==> src/rtl/ahb_wait_slave.sv <==
// rtl/ahb_wait_slave.sv - AHB-Lite byte SRAM responder with programmable wait states and ERROR response
//
// Ports:
//   hclk, hresetn        clock (rising edge) and asynchronous active-low reset
//   hsel, hready         decoder select and bus-level ready; address phase sampled when both high
//   haddr, hwrite        transfer address and direction (1 = write)
//   hsize, hburst        transfer size (only byte legal) and burst type (not decoded)
//   htrans               IDLE/BUSY/NONSEQ/SEQ; only NONSEQ/SEQ start an access
//   hwdata               write data, valid in the data phase
//   hreadyout, hresp     registered slave ready and response (0 = OKAY, 1 = ERROR)
//   hrdata               registered read data
module ahb_wait_slave #(
    parameter int ADDR_W      = 10,
    parameter int MEM_DEPTH   = 256,
    parameter int WAIT_STATES = 2
) (
    input  logic              hclk,
    input  logic              hresetn,
    input  logic              hsel,
    input  logic [ADDR_W-1:0] haddr,
    input  logic              hwrite,
    input  logic [2:0]        hsize,
    input  logic [2:0]        hburst,
    input  logic [1:0]        htrans,
    input  logic              hready,
    input  logic [7:0]        hwdata,
    output logic              hreadyout,
    output logic              hresp,
    output logic [7:0]        hrdata
);

    localparam int         IDX_W   = (MEM_DEPTH > 1) ? $clog2(MEM_DEPTH) : 1;
    localparam logic [3:0] WS_INIT = (WAIT_STATES > 0) ? 4'(WAIT_STATES - 1) : 4'd0;

    typedef enum logic [2:0] {
        S_IDLE,
        S_WAIT,
        S_DATA,
        S_ERR1,
        S_ERR2
    } state_t;

    state_t           state;
    logic [3:0]       wait_cnt;
    logic [IDX_W-1:0] addr_q;
    logic             write_q;

    logic [7:0]       mem [MEM_DEPTH];

    logic             accept;
    logic             acc_err;
    logic             commit;
    logic [IDX_W-1:0] rd_idx;
    logic [7:0]       rd_val;

    // Burst type and the SEQ/NONSEQ distinction carry no meaning for a single-byte SRAM.
    logic unused_bits;
    assign unused_bits = ^{hburst, htrans[0]};

    assign accept  = hsel & hready & htrans[1];
    assign acc_err = (hsize != 3'b000) | (32'(haddr) >= 32'(MEM_DEPTH));
    assign commit  = (state == S_DATA) && write_q;

    // Entering DATA from WAIT reads the latched address; with zero wait states
    // DATA is entered straight from the address phase, so the live haddr is used.
    // A write committing on the same edge to the same byte is forwarded.
    always_comb begin
        rd_idx = (state == S_WAIT) ? addr_q : haddr[IDX_W-1:0];
        rd_val = mem[rd_idx];
        if (commit && (addr_q == rd_idx)) begin
            rd_val = hwdata;
        end
    end

    // Memory has no reset; a transfer cut short by reset never reaches DATA, so it never writes.
    always_ff @(posedge hclk) begin
        if (commit) begin
            mem[addr_q] <= hwdata;
        end
    end

    always_ff @(posedge hclk or negedge hresetn) begin
        if (!hresetn) begin
            state     <= S_IDLE;
            wait_cnt  <= 4'd0;
            addr_q    <= '0;
            write_q   <= 1'b0;
            hreadyout <= 1'b1;
            hresp     <= 1'b0;
            hrdata    <= 8'h00;
        end else begin
            case (state)
                // IDLE, DATA and ERR2 all end with hreadyout high, so each may take a new address phase.
                S_IDLE, S_DATA, S_ERR2: begin
                    if (accept) begin
                        addr_q  <= haddr[IDX_W-1:0];
                        write_q <= hwrite;
                        if (acc_err) begin
                            state     <= S_ERR1;
                            hreadyout <= 1'b0;
                            hresp     <= 1'b1;
                        end else if (WAIT_STATES > 0) begin
                            state     <= S_WAIT;
                            wait_cnt  <= WS_INIT;
                            hreadyout <= 1'b0;
                            hresp     <= 1'b0;
                        end else begin
                            state     <= S_DATA;
                            hreadyout <= 1'b1;
                            hresp     <= 1'b0;
                            if (!hwrite) begin
                                hrdata <= rd_val;
                            end
                        end
                    end else begin
                        state     <= S_IDLE;
                        hreadyout <= 1'b1;
                        hresp     <= 1'b0;
                    end
                end
                S_WAIT: begin
                    if (wait_cnt == 4'd0) begin
                        state     <= S_DATA;
                        hreadyout <= 1'b1;
                        if (!write_q) begin
                            hrdata <= rd_val;
                        end
                    end else begin
                        wait_cnt <= wait_cnt - 4'd1;
                    end
                end
                S_ERR1: begin
                    state     <= S_ERR2;
                    hreadyout <= 1'b1;
                    hresp     <= 1'b1;
                end
                default: begin
                    state     <= S_IDLE;
                    hreadyout <= 1'b1;
                    hresp     <= 1'b0;
                end
            endcase
        end
    end

endmodule

==> config.mk <==
export PLATFORM = sky130hd
export DESIGN_NAME = ahb_wait_slave
export DESIGN_NICKNAME = d
export VERILOG_FILES = /design/src/rtl/ahb_wait_slave.sv
export SDC_FILE = /design/constraint.sdc
export NUM_CORES = 2
export LEC_CHECK = 0
export ABC_AREA = 1
export BUFFER_PORTS_ARGS = -buffer_cell sky130_fd_sc_hd__buf_4
export CORE_AREA = 5 5 440 442
export CTS_CLUSTER_SIZE = 28
export DETAILED_ROUTE_END_ITERATION = 8
export DIE_AREA = 0 0 445 447
export SLEW_MARGIN = 20
export SYNTH_ARGS = -nofsm -noshare
export SYNTH_HDL_FRONTEND = slang
export SYNTH_SLANG_ARGS = --single-unit
==> constraint.sdc <==
create_clock -name hclk -period 3.3 [get_ports hclk]
set_input_delay 0.33 -clock hclk [delete_from_list [all_inputs] [get_ports hclk]]
set_output_delay 0.33 -clock hclk [all_outputs]
set_load 0.02 [all_outputs]
==> flow_summary.toml <==
[logic_synthesis]
avgSynthCellArea_sq_um = 11.9
postSynthCellCount = 7103
synth_top_area_cell = "edfxtp_1"
ys_warn_count = 0
synth_seq_cells = 2074
synth_top_area_share_pct = 72.9
netlist_area_sq_um = 84400
synth.distinct_cells = 30
synth_fp_nets = 7136
ys_top_cells_by_area = "edfxtp_1 (73%), nand3_1 (12%), nand2_1 (9.4%)"
ys_seq_area_share_pct = 73.7

[hold_path]
min_from = "hready"
hold_class = "input port to register"

[drt]
vias_per_cell = 5.57
vias = 55300
wl_met1_um = 94800
highest_layer = "met5"
wl_per_cell_um = 23.4
drc_errors = 0
drt_first_pass_iters = 6
drt_wl_total_um = 232000
wl_met2_um = 110000
ant_nets = 0
drt_iter0_drc = 5874
wl_met3_um = 17400

[floorplan]
start_util_pct = 44.6
rows = 160
die_h_um = 447
core-area_sq_um = 189000
io_pins = 41
fp.dieW_um = 445
fp.dieArea_sq_um = 199000

[worst_setup_path]
arrival_ns = 4.03
crit_fanout = 51
cp-start-kind = "register"
critPathRequiredTime_ns = 4.08
path_class = "register to register"
end_kind = "register"
reg2reg_from = "state[2]"
crit_path_start = "state[2]"

[timing]
hold_viol_final = 0
min_period_ns = 3.25
tightest_slew_ns = 0.921
rsz0062_at_grt = "false"
fin_crit_sh_pct = 98.5
setup_viol = 0
drv_slew = 0
skew_ns = 0.0393
max_freq_ghz = 0.308
slew_headroom_pct = 38.4
fin_tns_setup_ns = 0

[grt]
antenna_found_initial = 3
grt_usage_pct = 22.9
first_global_vias = 53100
grt_overflow = 0
grt_max_degree = 105
grt_pass1_wl_um = 342000

[status]
outcome = "finished clean"

[power]
p_leak_nw = 33.4
pwr_density_cell_nw_per_um2 = 777
vdd_drop_max_v = 0.000627

[final_layout]
layout_common_cells = "nand2_1 (2100), nand3_1 (2051), edfxtp_1 (2048)"
instances_no_fill = 9922
drive_gt1_share_pct = 9.37
fin_nets = 7270
utilization_pct = 50.8
syn_to_final_growth_pct = 14.0
layout_commonest_cell = "nand2_1"

[place]
io_buffers = 36
dp_hpwl_um = 134000
dpl.cell_count = 9509
routabilityCongestion = 0.856

[cts]
htreeDepth = 4
cts-root-buf = "clkbuf_16"
clk_path_buf_depth = 3
cts_tree = "yes"
cts_buffers = 207
cts.sinks = 2074
clk_pin_slew_ns = 0.06
worstSkewPairLatency_ns = 0.85

[flow_run]
maxCapViolations = 0
-- power by group --
group / leakage, nW / internal (mW) / switching (mW)
sequential: 18.7 / 29.1 / 0.209
clock: 3.21 / 13.0 / 9.99
combinational: 11.5 / 6.76 / 15.7
total: 33.4 / 48.8 / 25.9
-- worst max-delay path, stage by stage (launching register included) --
cell and delay, ns:
dfrtp_1 0.43, inv_2 0.15, nand3_4 0.18, buf_12 0.22
nand2_1 0.11, o21ai_4 0.13, inv_8 0.29, buf_12 0.30
nand3_1 0.16, nand3_1 0.16, nand3_1 0.21, nand3_1 0.21
nand3_1 0.23, nand3_1 0.15, nand3_1 0.10, nand2_1 0.06
-- Yosys cell counts (all sizes together) --
cell / count
nand4: 5
nand3: 2052
dfstp: 1
edfxtp: 2048
buf: 422
nor2: 287
ha: 2
a21oi: 4
nor4: 1
nand2: 2118
o22ai: 3
inv: 55
o21ai: 17
nor3b: 1
nor3: 5
clkbuf: 57
dfrtp: 25
-- through the flow --
| stage | instance area (sq um) | total power [mW] | hold slack (ns) | setup WS (ns) |
|---|---|---|---|---|
| floorplan | 84400 | 43.5 | 0.0344 | 0.861 |
| global placement | 89200 | 51.7 | 0.315 | 0.121 |
| detailed placement | 89200 | 51.9 | 0.325 | 0.0658 |
| CTS | 96100 | 74.7 | 0.000720 | 0.0486 |
| global route | 96200 | 78.0 | 0.0580 | 0.00116 |
| finish | 96200 | 74.7 | 0.0494 | 0.0490 |
-- worst paths after layout --
| path | endpoint | slack (ns) | cells past startpoint |
|---|---|---|---|
| max | hrdata[6] | 0.05 | 15 |
| min | state[0] | 0.05 | 3 |
| max reg2reg | hrdata[6] | 0.05 | 15 |
| min reg2reg | wait_cnt[0] | 0.51 | 1 |
| max in group asynchronous | hrdata[3] | 2.51 | 4 |
| min in group asynchronous | hreadyout | 0.58 | 3 |
-- area by class of cell --
cell class	instances	area, sq um
well taps	2511	3140
multi-input cells	4495	19700
clock inverters	114	1100
flip-flops and latches	2074	62200
inverters	55	216
diodes	2	5.00
clock buffers	267	5500
fillers	16300	93000
repair buffers	404	4370
-- cell families after synthesis --
| kind of cell | count (synthesis) | share of synthesized area [%] |
|---|---|---|
| adder cells (fa/ha/maj) | 2 | 0.0296 |
| flip-flops | 2074 | 73.7 |
| AO/OA/AOI/OAI | 24 | 0.165 |
| buffers and inverters | 534 | 3.13 |
| AND/OR/NAND/NOR | 4469 | 23.0 |
-- timing repair --
item,4_1_cts,5_1_grt
hold buffers,24,0
buffers inserted,0,4
endpoints found under the hold margin,331,0
endpoints found under the setup margin,0,8
resized for setup,0,6
-- metal layers --
metal | track usage, % | vias up
li1 | - | 25500
met1 | 31.2 | 27100
met2 | 37.1 | 2220
met3 | 3.63 | 435
met4 | 8.78 | 2
met5 | 0 | -
-- sequential cells by signal (all words and copies together) (netlist names) --
signal,cells
hresp,1
addr_q,8
wait_cnt,4
write_q,1
hreadyout,1
state,3
hrdata,8
mem,2048
No activity file was read; power rests on OpenSTA's default activity.
